File: config.mk
export PLATFORM = sky130hd
export DESIGN_NAME = bus_transceiver_seq
export DESIGN_NICKNAME = d
export VERILOG_FILES = /design/src/rtl/bus_transceiver_seq.sv
export SDC_FILE = /design/constraint.sdc
export NUM_CORES = 1
export LEC_CHECK = 0
export CORE_AREA = 2 2 105 56
export DETAILED_ROUTE_END_ITERATION = 10
export DIE_AREA = 0 0 107 58
export PLACE_DENSITY = 0.81
export SLEW_MARGIN = 20
export SYNTH_ARGS = -nofsm -noshare
export SYNTH_HDL_FRONTEND = slang
export SYNTH_SLANG_ARGS = --single-unit
File: constraint.sdc
create_clock -name sysclk -period 1.9 [get_ports sysclk]
set_input_delay 0.38 -clock sysclk [delete_from_list [all_inputs] [get_ports sysclk]]
set_output_delay 0.38 -clock sysclk [all_outputs]
set_load 0.01 [all_outputs]
File: src/rtl/bus_transceiver_seq.sv
// bus_transceiver_seq
//   Clocked bidirectional transceiver between an internal data path and an external
//   shared bus. Each command arrives through a valid/ready handshake. A command either
//   drives a latched word onto the bus or receives the bus into zi_out. Dead turnaround
//   cycles are inserted whenever the bus direction changes, so the two ends never drive
//   the bus at the same time.
//
// Ports
//   sysclk     in   system clock, rising edge
//   sys_rst    in   synchronous active-high reset
//   tn         in   test enable; 0 isolates the external bus (io_oe=0, io_out=0)
//   cmd_valid  in   command request
//   cmd_dir    in   0 = drive a_in onto the bus, 1 = receive the bus into zi_out
//   cmd_ready  out  command accepted when cmd_valid && cmd_ready
//   a_in       in   internal data to drive, latched at accept
//   io_in      in   external bus input
//   io_out     out  external bus output value (0 whenever io_oe is low)
//   io_oe      out  external bus output enable
//   zi_out     out  last captured bus value
//   zi_valid   out  one-cycle pulse, concurrent with a zi_out update
//   busy       out  FSM not idle
//
// Parameters
//   WIDTH          data width of the internal and external buses
//   TURN_CYCLES    dead cycles on a direction change, 0..7
//   DRIVE_CYCLES   cycles io_oe stays high per drive command, 1..15
//   SAMPLE_CYCLES  settle cycles before io_in is captured, 1..15
module bus_transceiver_seq #(
  parameter int unsigned WIDTH         = 16,
  parameter int unsigned TURN_CYCLES   = 1,
  parameter int unsigned DRIVE_CYCLES  = 1,
  parameter int unsigned SAMPLE_CYCLES = 1
) (
  input  logic             sysclk,
  input  logic             sys_rst,
  input  logic             tn,
  input  logic             cmd_valid,
  input  logic             cmd_dir,
  output logic             cmd_ready,
  input  logic [WIDTH-1:0] a_in,
  input  logic [WIDTH-1:0] io_in,
  output logic [WIDTH-1:0] io_out,
  output logic             io_oe,
  output logic [WIDTH-1:0] zi_out,
  output logic             zi_valid,
  output logic             busy
);

  typedef enum logic [1:0] {
    StIdle,
    StTurn,
    StDrive,
    StSample
  } state_e;

  // Counter reload values. Each phase lasts (load + 1) cycles.
  // The turn load is guarded so that TURN_CYCLES = 0 never underflows.
  localparam bit         TurnEn     = (TURN_CYCLES != 0);
  localparam logic [3:0] TurnLoad   = TurnEn ? 4'(TURN_CYCLES - 1) : 4'd0;
  localparam logic [3:0] DriveLoad  = 4'(DRIVE_CYCLES - 1);
  localparam logic [3:0] SampleLoad = 4'(SAMPLE_CYCLES - 1);

  state_e             state_q, state_d;
  logic [3:0]         cnt_q, cnt_d;
  logic               dir_q, dir_d;
  logic [WIDTH-1:0]   a_q, a_d;
  logic [WIDTH-1:0]   zi_out_q, zi_out_d;
  logic               zi_valid_q, zi_valid_d;
  logic               io_oe_q, io_oe_d;
  logic [WIDTH-1:0]   io_out_q, io_out_d;
  logic               accept;

  // Ready is a pure function of state and reset, so an upstream source may
  // present a command in the very first idle cycle after a previous one.
  assign cmd_ready = (state_q == StIdle) && !sys_rst;
  assign accept    = cmd_valid && cmd_ready;

  always_comb begin
    state_d    = state_q;
    cnt_d      = cnt_q;
    dir_d      = dir_q;
    a_d        = a_q;
    zi_out_d   = zi_out_q;
    zi_valid_d = 1'b0;

    unique case (state_q)
      StIdle: begin
        if (accept) begin
          dir_d = cmd_dir;
          if (!cmd_dir) begin
            a_d = a_in;
          end
          if (TurnEn && (cmd_dir != dir_q)) begin
            state_d = StTurn;
            cnt_d   = TurnLoad;
          end else if (!cmd_dir) begin
            state_d = StDrive;
            cnt_d   = DriveLoad;
          end else begin
            state_d = StSample;
            cnt_d   = SampleLoad;
          end
        end
      end

      StTurn: begin
        if (cnt_q == 4'd0) begin
          // dir_q already holds the direction of the pending command.
          if (!dir_q) begin
            state_d = StDrive;
            cnt_d   = DriveLoad;
          end else begin
            state_d = StSample;
            cnt_d   = SampleLoad;
          end
        end else begin
          cnt_d = cnt_q - 4'd1;
        end
      end

      StDrive: begin
        if (cnt_q == 4'd0) begin
          state_d = StIdle;
        end else begin
          cnt_d = cnt_q - 4'd1;
        end
      end

      StSample: begin
        if (cnt_q == 4'd0) begin
          zi_out_d   = io_in;
          zi_valid_d = 1'b1;
          state_d    = StIdle;
        end else begin
          cnt_d = cnt_q - 4'd1;
        end
      end

      default: begin
        state_d = StIdle;
      end
    endcase

    // Bus outputs are decoded from the next state so they are registered and
    // line up exactly with the DRIVE state; the value is zeroed whenever the
    // enable is low so a stale word is never presented.
    io_oe_d  = tn && (state_d == StDrive);
    io_out_d = io_oe_d ? a_d : '0;
  end

  always_ff @(posedge sysclk) begin
    if (sys_rst) begin
      state_q    <= StIdle;
      cnt_q      <= 4'd0;
      dir_q      <= 1'b1;
      a_q        <= '0;
      zi_out_q   <= '0;
      zi_valid_q <= 1'b0;
      io_oe_q    <= 1'b0;
      io_out_q   <= '0;
    end else begin
      state_q    <= state_d;
      cnt_q      <= cnt_d;
      dir_q      <= dir_d;
      a_q        <= a_d;
      zi_out_q   <= zi_out_d;
      zi_valid_q <= zi_valid_d;
      io_oe_q    <= io_oe_d;
      io_out_q   <= io_out_d;
    end
  end

  assign io_oe    = io_oe_q;
  assign io_out   = io_out_q;
  assign zi_out   = zi_out_q;
  assign zi_valid = zi_valid_q;
  assign busy     = (state_q != StIdle);

endmodule

==> flow_summary.toml, run 1 <==
[synthesis]
async_reset_ff_frac = 0
ys_warn_count = 0
synth_seq_cells = 57
synth.yosys.seq_area_share = 0.5564
syn_avg_cell_area_um2 = 9.673
synth-main-ff-cell = "dfxtp_1"
ys_types = 30
post-synth-top-count-cell = "dfxtp_1"
netlist_area_um2 = 2051
synth_edf_count = 0
syn_inst = 212
ys_top_cells_by_count = "dfxtp_1 (57), nand2_1 (35), nor2_1 (28), a21oi_1 (21), mux2i_1 (16)"
syn-num-nets = 251
yosys.area.top_type_share = 0.5564
synth_top_cell_by_area = "dfxtp_1"
synth_area_leaders = "dfxtp_1 (56%), mux2i_1 (7.8%), nand2_1 (6.4%), a21oi_1 (5.1%), nor2_1 (5.1%)"

[cts]
htree_levels = 3
cts_tree = "built"
cts.reportedPaths.clkPinSlew_ps = 60
cts.root.buffer_cell = "clkbuf_8"
clk_latency_ps = 330
cts.sinks = 57
numCtsBuffers = 9
clockBufferDepth = 2
ctsHoldBuffers = 0

[global_route]
antenna_found_initial = 0
grt-ovfl-total = 0
grt_pass1_wl_um = 8052
grt_use_total = 0.1742
grt_pass1_vias = 1714
grt_max_degree = 25

[placed_design]
port_buffers = 72
pre_cts_slack_ps = -526.3
globalplace.congestion = 0.7921
dp_hpwl_um = 3472

[timing]
drv_slew = 0
post-route-period-util = 0.9697
period_minus_slack_ps = 1842
timing.fmax_mhz = 542.8
skew_ps = 5.322
fin_ws_ps = 57.53
hold_ws_ps = 450.7
rsz0062_at_grt = "true"
slew_headroom = 0.7945
setup_violations = 0
hold_viol_final = 0
worstMarginPinSlew_ps = 308.2

[route]
wl_um = 4993
route.vias.total = 1729
drt_iter0_drc = 70
routedWlPerCell_um = 13.21
drc = 0
first_pass_iters = 4
viasPerCell = 4.574
antenna_left = 0

[floorplanning]
start_util = 0.3868
ioPinCount = 73
dieArea_um2 = 6206
core-area_um2 = 5301
num_rows = 19
die_height_um = 58
fp.dieW_um = 107

[worst_setup_path]
reg2reg_slack_ps = 60
slowest_stage = "or3b_4"
r2r-end = "io_out[10]"
reg2reg_depth = 7
end_kind = "register"
cp_cell_sequence = "inv_2, ha_4, or3b_4, a311oi_4, nand4_4, clkbuf_16, nor2_1"
startpoint_type = "register"
path_class = "register to register"
max_stage_delay_ps = 390
crit_path_end = "io_out[10]"
crit_fanout = 8
crit_start = "dir_q"
timing.rr.start = "dir_q"
arrival_ps = 2110
worstPathRequired_ps = 2170

[power_and_ir_drop]
p_leak_nw = 1.196
irDropWorstVdd_v = 0.0005028
finalPower_mw = 2.937
power_density_nw_per_um2 = 913.0

[finish]
final_nets = 341
area_growth_pct = 56.86
drive_gt1_frac = 0.2000
seqCellArea_um2 = 1144
multi_input_area_um2 = 860.8
num_antenna_cells = 0
fillers = 490

[outcome]
outcome = "finished clean"

[flow_run]
max-cap-violations = 0

[min_path]
hp-class = "register to register"
[flip-flops by register name (all words and copies together) (netlist names)]
| register | flops |
|---|---|
| a_q | 16 |
| io_out | 16 |
| zi_out | 16 |
| cnt_q | 4 |
| state_q | 2 |
| dir_q | 1 |
| io_oe | 1 |
| zi_valid | 1 |
[worst min-delay path by stage]
stage / start / endpoint / depth (start not counted)
floorplan: a_q[0] / a_q[0] / 2
global placement: zi_out[11] / zi_out[11] / 2
detailed placement: zi_out[14] / zi_out[14] / 2
CTS: zi_out[14] / zi_out[14] / 2
finish: zi_out[14] / zi_out[14] / 2
global route: zi_out[1] / zi_out[1] / 2
[per-layer routing]
metal  part of all wire  up-vias  GRT usage  wire, um
li1                   -      872          -         -
met1               0.49      785     0.2260      2453
met2               0.41       62     0.2575      2069
met3              0.076       10    0.06974       380
met4              0.018        0    0.07978        89
met5                  0        -          0         0
[critical path, delay by kind of cell, from the launching register on]
kind / cells / cell delay, ps
flip-flops: 1 / 340
AND/OR/NAND/NOR: 3 / 670
adder cells (fa/ha/maj): 1 / 230
buffers and inverters: 2 / 270
AO/OA/AOI/OAI: 1 / 280
[power by group]
part           total (mW)  switching (mW)  internal [mW]
Combinational       0.585           0.266          0.319
Sequential           1.30          0.0432           1.26
Clock                1.05           0.435          0.618
[kinds of logic (layout without fill, tap and decap cells)]
logic type / after synthesis / count (layout) / share of synthesized area
simple gates: 94 / 94 / 0.2343
flops: 57 / 57 / 0.5564
compound gates: 24 / 24 / 0.07261
buf+inv: 19 / 112 / 0.04637
mux: 16 / 16 / 0.07809
fa+ha+maj: 2 / 2 / 0.01220
[cell usage in the layout (no fill, tap or decap), drive strengths merged, types with 2 or more instances in the layout]
cell           netlist  final
a21oi               21     21
buf                  4     17
clkbuf               7     12
clkdlybuf4s50        0     69
clkinv               0      3
dfxtp               57     57
dlygate4sd2          0      2
ha                   2      2
inv                  8      8
mux2i               16     16
nand2               35     35
nor2                38     38
nor3                 5      5
nor3b                3      3
or2                  2      2
[repair_timing]
action                     4_1_cts  5_1_grt
hold endpoints to repair         0        0
setup endpoints to repair       18       33
gates cloned                     2        0
pin swaps                       10        4
resized for setup                9       10
buffers inserted                 3        1
[layout make-up]
class	instances	area share
sequential	57	0.3555
timing repair buffer	90	0.2824
multi-input combinational	136	0.2676
clock buffer	10	0.04278
tap	73	0.02839
clock inverter	4	0.01400
inverter	8	0.009335
[stage by stage]
stage / TNS [ps] / instance area, um2 / util / instances
3_5_place_dp: -12550 / 2908 / 0.5485 / 358
6_report: 0 / 3217 / 0.6068 / 378
4_1_cts: 0 / 3187 / 0.6011 / 377
5_1_grt: -22.82 / 3217 / 0.6068 / 378
3_3_place_gp: -10910 / 2908 / 0.5485 / 358
2_1_floorplan: 0 / 2051 / - / 212
Note: power is estimated with default switching activity, not from simulation.
==> run 2, diff against run 1 <==
Settings changed: ABC_AREA set to 1, CORE_AREA 2 2 105 56 to 2 2 110 59, DIE_AREA 0 0 107 58 to 0 0 112 61, PLACE_DENSITY 0.81 to 0.8.
==> run 2 against run 1 <==
Against the previous run: combinational power increased by 61%; first-iteration DRC count down 5.7%; hold slack lost 11 ps; synthesized cell count increased by 39%; sequential power grew 7%; sequential share of layout area fell by 3.0 points; die area is 10% higher; critical path type is now register to primary output; critical endpoint is now busy; largest cell class unchanged; highest routed layer unchanged.
==> flow_summary.toml, run 2 <==
[global_route]
grt-ovfl-total = 0
grt_max_degree = 34
grt_pass1_vias = 1920
grt_use_total = 0.1786
antenna_found_initial = 0
grt_pass1_wl_um = 9045

[synthesis]
ys_warn_count = 0
synth_top_cell_by_area = "dfxtp_1"
yosys.area.top_type_share = 0.4874
synth_edf_count = 0
netlist_area_um2 = 2341
synth-main-ff-cell = "dfxtp_1"
synth_area_leaders = "dfxtp_1 (49%), inv_1 (9.8%), nand2_1 (7.4%), nand2_4 (5.3%), nor2_1 (4.5%)"
ys_types = 24
post-synth-top-count-cell = "inv_1"
async_reset_ff_frac = 0
syn_inst = 294
synth_seq_cells = 57
synth.yosys.seq_area_share = 0.4874
syn_avg_cell_area_um2 = 7.963
syn-num-nets = 333
ys_top_cells_by_count = "inv_1 (61), dfxtp_1 (57), nand2_1 (46), nor2_1 (28), a21oi_1 (19)"

[cts]
htree_levels = 3
cts.reportedPaths.clkPinSlew_ps = 50
numCtsBuffers = 9
cts_tree = "built"
cts.root.buffer_cell = "clkbuf_16"
cts.sinks = 57
clk_latency_ps = 320
clockBufferDepth = 2
ctsHoldBuffers = 0

[worst_setup_path]
crit_fanout = 5
arrival_ps = 1480
crit_start = "state_q[0]"
worstPathRequired_ps = 1520
path_class = "register to primary output"
reg2reg_depth = 9
timing.rr.start = "cnt_q[0]"
end_kind = "primary output"
startpoint_type = "register"

[route]
route.vias.total = 1976
antenna_left = 0
viasPerCell = 4.296
routedWlPerCell_um = 11.94
drc = 0
drt_iter0_drc = 66
wl_um = 5491
first_pass_iters = 4

[min_path]
hold-path-cell-count = 2
hp-class = "register to register"
min_from = "zi_out[9]"

[floorplanning]
dieArea_um2 = 6832
core-area_um2 = 5856
ioPinCount = 73
num_rows = 20
fp.dieW_um = 112
die_height_um = 61
start_util = 0.3998

[outcome]
outcome = "finished clean"

[finish]
seqCellArea_um2 = 1144
final_nets = 418
layout.cells.non_filler = 460
area_growth_pct = 49.97
final_common_cell = "clkdlybuf4s50_1"
final_cell_mix = "clkdlybuf4s50_1 (71), inv_1 (61), dfxtp_1 (55)"
fillers = 533
drive_gt1_frac = 0.1828
final_cell_area_um2 = 3511
num_antenna_cells = 0
multi_input_area_um2 = 880.8

[placed_design]
place_area_um2 = 3187
dp_hpwl_um = 3883
pre_cts_slack_ps = -79.64
port_buffers = 72
dp.cells = 444
globalplace.congestion = 0.8571

[timing]
setup_violations = 0
fin_ws_ps = 38.58
worstMarginPinSlew_ps = 357.0
skew_ps = 3.701
hold_viol_final = 0
rsz0062_at_grt = "false"
post-route-period-util = 0.9797
timing.fmax_mhz = 537.2
period_minus_slack_ps = 1861
drv_slew = 0
hold_ws_ps = 439.8
slew_headroom = 0.7611
tns_ps = 0

[power_and_ir_drop]
power_density_nw_per_um2 = 1132
p_leak_nw = 1.590
irDropWorstVdd_v = 0.0006315

[flow_run]
max-cap-violations = 0
==> run 2: changes by cell type after synthesis, moves of 4 or more <==
cell and delta:
inv_1 +53, o21ai_0 +18, mux2i_1 -16, nand2_2 +12, nand2_1 +11, nand2_4 +11
nand3_1 +6, nor3_1 -4
==> run 2: final timing paths <==
path                            slack (ps)   endpoint
worst min-delay path                   440  zi_out[9]
worst max-delay path                    40       busy
worst min register to register         440  zi_out[9]
worst max register to register         300  io_out[0]
==> run 2: logic make-up (layout without fill, tap and decap cells) <==
kind of cell / after synthesis / after routing / share of synthesized area
buffers and inverters: 74 / 163 / 0.1363
AO/OA/AOI/OAI: 39 / 39 / 0.08391
AND/OR/NAND/NOR: 121 / 121 / 0.2779
adder cells (fa/ha/maj): 2 / 2 / 0.01069
flip-flops: 57 / 57 / 0.4874
XOR/XNOR: 1 / 1 / 0.003742
==> run 2: per-layer routing <==
| layer | track usage | vias to the layer above | wire [um] |
|---|---|---|---|
| met5 | 0 | - | 0 |
| met4 | 0.09582 | 0 | 99 |
| met3 | 0.07992 | 10 | 445 |
| met2 | 0.2641 | 65 | 2359 |
| met1 | 0.2241 | 862 | 2587 |
| li1 | - | 1039 | - |
==> run 2: final cells by class <==
| cell class | instances | share of cell area |
|---|---|---|
| flip-flops and latches | 57 | 0.3257 |
| multi-input cells | 163 | 0.2509 |
| repair buffers | 84 | 0.2377 |
| clock buffers | 13 | 0.07983 |
| inverters | 64 | 0.06842 |
| well taps | 77 | 0.02744 |
| clock inverters | 2 | 0.009979 |
==> run 2: repair_timing <==
item / 4_1_cts / 5_1_grt
gates resized for setup: 2 / 1
endpoints found under the hold margin: 0 / 0
pin swaps: 1 / 0
endpoints found under the setup margin: 2 / 1
buffers inserted: 1 / 0
==> run 2: worst max-delay path, cell delays in order (launching register included) <==
cell	delay [ps]
dfxtp_2	390
nor2_4	70
inv_2	130
clkdlybuf4s50_1	570
==> run 2: stage by stage <==
step | util | total power, mW
2_1_floorplan | - | 1.978
3_5_place_dp | 0.5442 | 2.310
5_1_grt | 0.5996 | 4.194
4_1_cts | 0.5994 | 3.994
3_3_place_gp | 0.5442 | 2.283
6_report | 0.5996 | 3.973
==> run 2: where the power goes <==
group	internal, mW	switching [mW]	total (mW)
clock network	1.14	0.502	1.65
logic	0.406	0.535	0.941
registers	1.32	0.0709	1.39
total	2.87	1.11	3.97
==> run 3, diff against run 2 <==
Settings changed: GPL_TIMING_DRIVEN set to 0, REMOVE_ABC_BUFFERS set to 1.
==> run 3 against run 2 <==
Against the previous run: setup slack improved by 65 ps; die area unchanged; sequential share of layout area increased by 1.4 points; fmax increased by 3.6%; critical path depth increased by 5; sequential power about the same; first-iteration DRC count increased by 1.5%; clock skew increased by 2.9 ps; design area decreased by 3.7%; core utilization decreased by 2.2 points; routed wire length decreased by 4.8%.
==> flow_summary.toml, run 3 (synthesized netlist as in run 2, its figures left out) <==
[outcome]
outcome = "finished clean"

[flow_run]
max-cap-violations = 0

[floorplanning]
dieArea_um2 = 6832
fp.dieW_um = 112
core-area_um2 = 5856
die_height_um = 61
ioPinCount = 73
num_rows = 20
start_util = 0.3998

[cts]
cts.reportedPaths.clkPinSlew_ps = 50
htree_levels = 3
cts_tree = "built"
clockBufferDepth = 2
numCtsBuffers = 9
clk_latency_ps = 320
cts.sinks = 57
cts.root.buffer_cell = "clkbuf_16"
postCtsSetupRepairBufs = 0

[route]
antenna_left = 0
drc = 0
wl_um = 5228
drt_iter0_drc = 67
first_pass_iters = 4
route.vias.total = 2009
routedWlPerCell_um = 11.64
viasPerCell = 4.474

[worst_setup_path]
arrival_ps = 2050
crit_fanout = 17
path_class = "input port to register"
startpoint_type = "input port"
end_kind = "register"
worstPathRequired_ps = 2160

[timing]
worstMarginPinSlew_ps = 509.6
post-route-period-util = 0.9456
setup_violations = 0
fin_ws_ps = 103.4
drv_slew = 0
period_minus_slack_ps = 1797
hold_viol_final = 0
timing.fmax_mhz = 556.6
skew_ps = 6.628
tns_ps = 0
slew_headroom = 0.6602
rsz0062_at_grt = "false"

[placed_design]
pre_cts_slack_ps = -963.1
dp_hpwl_um = 3532
port_buffers = 72
globalplace.congestion = 0.8296

[finish]
multi_input_area_um2 = 905.9
area_growth_pct = 44.36
fillers = 539
drive_gt1_frac = 0.1667
num_antenna_cells = 0
final_cell_mix = "clkdlybuf4s50_1 (69), inv_1 (61), dfxtp_1 (55)"
seqCellArea_um2 = 1149
final_common_cell = "clkdlybuf4s50_1"
final_nets = 407

[power_and_ir_drop]
p_seq_frac = 0.376
p_sw_mw = 1.159
finalPower_mw = 3.736
power_frac_comb = 0.238
clkPwrFrac = 0.386
p_leak_nw = 1.509
power_density_nw_per_um2 = 1105
p_int_mw = 2.577
power.share.switching = 0.3102
irDropWorstVdd_v = 0.0004780

[global_route]
grt_pass1_vias = 1804
grt_use_total = 0.1579
grt_pass1_wl_um = 8148
grt_max_degree = 34
antenna_found_initial = 0
grt-ovfl-total = 0

[min_path]
hp-class = "register to register"
[run 3: timing repair]
action,in CTS,in global routing
gates cloned,0,1
resized for setup,8,6
hold buffers,0,0
pin swaps,0,2
setup endpoints to repair,58,18
[run 3: per-layer routing]
metal,global-route usage,vias to the layer above,wire length [um]
met4,0.05749,0,72
met5,0,-,0
met2,0.2719,71,2299
met3,0.06993,9,376
met1,0.1810,903,2480
li1,-,1026,-
[run 3: worst paths after layout]
check	startpoint	to	slack, ps	cells past startpoint
worst min register to register	zi_out[7]	zi_out[7]	440	2
worst max register to register	cnt_q[0]	io_out[14]	190	9
worst min-delay path	zi_out[7]	zi_out[7]	440	2
worst max-delay path	cmd_dir	io_out[14]	100	8
[run 3: cell type report]
type	count	area share
timing repair buffer	72	0.2121
inverter	64	0.07108
multi-input combinational	164	0.2680
clock buffer	10	0.07071
tap	77	0.02851
clock inverter	5	0.009626
sequential	57	0.3399
[run 3: through the flow]
stage	area, um2	util	instances	hold slack [ps]
floorplan	2262	-	284	426.1
global placement	3079	0.5259	433	431.8
detailed placement	3079	0.5259	433	437.7
CTS	3366	0.5748	448	443.8
global route	3379	0.5771	449	468.5
finish	3379	0.5771	449	441.8
[run 3: power by group through the flow]
stage / logic (mW) / registers [mW] / clock network (mW)
finish: 0.890 / 1.41 / 1.44
detailed placement: 0.848 / 1.40 / 0
CTS: 0.867 / 1.39 / 1.46
floorplan: 0.541 / 1.41 / 0
global route: 0.986 / 1.42 / 1.51
global placement: 0.820 / 1.40 / 0
[run 3: worst max-delay path: stages]
cell	delay (ps)
clkdlybuf4s50_1	590
inv_1	110
ha_1	300
a21oi_1	140
nand2_1	80
nor2_2	140
nand2_4	180
nor2_1	130
==> edit, RTL diff (flow settings as in run 1) <==
Reset style: asynchronous (`sys_rst`), changed in one clocked block. Comments in the files are not updated.
--- a/src/rtl/bus_transceiver_seq.sv
+++ b/src/rtl/bus_transceiver_seq.sv
@@ -149,5 +149,5 @@
   end
 
-  always_ff @(posedge sysclk) begin
+  always_ff @(posedge sysclk or posedge sys_rst) begin
     if (sys_rst) begin
       state_q    <= StIdle;
Check against the original RTL: differs if sys_rst is asserted again (counterexample within 4 cycles, from zero or initial values and one cycle with sys_rst high); with sys_rst held inactive, the same outputs for 10 cycles.
==> edit against run 1 <==
- global-route usage shrank 0.27 points
- sequential share of layout area grew 5.4 points
- setup slack improved by 0.027 ns
- final area rose by 8.6%
- synthesized cell count down 27%
- sequential cell count stayed put
- area after synthesis is 13% higher
- fmax rose by 1.5%
- wire length decreased by 0.32%
- cell count decreased by 15%
Power is not compared: it rests on default switching activity, and its combinational part moved more than twofold at a synthesized area within 25%.
==> edit: results (changes against run 1) <==
- The routed length on met3 is 479 um (+26%).
- The cell total after placement is 300 (-16%).
- The number of detailed-routing iterations run before antenna repair is 5 (+1).
- The mean number of vias per cell is 4.77 (+4.3%).
- The sequential-to-total area share from yosys stat is 61.5% (+5.9 points).
- The timing startpoint of the critical path is cnt_q[0].
- The pin count of the biggest net entering global routing is 58 (+130%).
- The met3 track utilization from global routing was 10.6% (+3.6 points).
- Ranked by instance count, the synthesized netlist is headed by dfrtp_1 (56), mux2_2 (23), nor3b_2 (10).
- The global routing usage on met1 is 22.4% (-0.22 points).
- The capture point of the critical path is io_out[12].
- The run finished with clean final reports.
- The average footprint of a synthesized cell is 15.1 um2 (+56%).
- The met2 routing resource usage after global routing came to 24.5% (-1.3 points).
- The clock tree skew after final layout came to 0.00391 ns (-0.00141 ns).
- The routed length on met2 is 2140 um (+3.2%).
- The number of nets in the final layout was 282 (-17%).
- The area of placed instances is 0.00319 mm2 (+9.6%).
- The total routed wire length on the met1 layer is 2340 um (-4.5%).
- The overall routing resource usage is 17.2% (-0.27 points).
- The slew at the pin closest to its max-slew limit is 0.291 ns (-0.0176 ns).
- The via count of the first global-routing pass came to 1,587 (-7.4%).
- The layout cell share with drive strength beyond 1 is 34.8% (+15 points).
- Sorting the synthesized cells by area gives the leading types as dfrtp_1 (60%), mux2_2 (11%), mux2_4 (5.8%), nor3b_2 (5.4%), nor3b_1 (2.6%).
- The pre-CTS worst setup slack is -0.172 ns (+0.354 ns).
- The proportion of synthesized flip-flops having asynchronous set or reset is 100% (+100 points).
- The final clock period utilization by the worst path came to 95.6% (-1.4 points).
- The filler cell count came to 413 (-16%).
- The worst hold margin was 0.492 ns (+0.0412 ns).
-- edit: cell types whose count changed in the layout (fill, tap and decap cells not counted), sizes merged, moves of 18 or more --
| cell | run 1 | this run |
|---|---|---|
| dfxtp | 57 | 0 |
| mux2 | 0 | 32 |
| dfrtp | 0 | 56 |
| a21oi | 21 | 3 |
| nor2 | 38 | 3 |
| nand2 | 35 | 5 |
-- edit: area by class of cell --
type	instances	area (um2)	share of cell area, %
repair buffers	85	887	25.4
inverters	8	32.5	0.932
multi-input cells	82	856	24.5
well taps	73	91.3	2.62
clock inverters	3	40.0	1.15
clock buffers	12	155	4.44
flip-flops and latches	57	1430	41.0
-- edit: cells by family after synthesis --
family                   after synthesis  share of synthesized area, %
multiplexers                          32                          17.0
AND/OR/NAND/NOR                       34                          12.5
AO/OA/AOI/OAI                         14                          4.10
adder cells (fa/ha/maj)                2                          1.08
buffers and inverters                 15                          3.83
flip-flops                            57                          61.5
-- edit: what timing repair did --
action,in CTS,in global routing
resized for setup,3,11
cloned,0,1
pin swaps,0,1
endpoints found under the setup margin,2,18
buffers inserted,2,2
-- edit: how the worst min path moves through the flow --
stage          endpoint    start  cells past startpoint
2_1_floorplan     dir_q    dir_q                      2
3_3_place_gp     a_q[4]   a_q[4]                      1
3_5_place_dp     a_q[8]   a_q[8]                      1
4_1_cts         a_q[10]  a_q[10]                      1
5_1_grt          a_q[2]   a_q[2]                      1
6_report          dir_q    dir_q                      2
-- edit: worst max-delay path, cell delays in order, from the launching register on --
cell and delay (ns):
dfrtp_1 0.40, inv_1 0.07, ha_2 0.19, or3b_4 0.42, o21ai_4 0.19, o211ai_4 0.13
clkbuf_16 0.19, nor3b_2 0.15
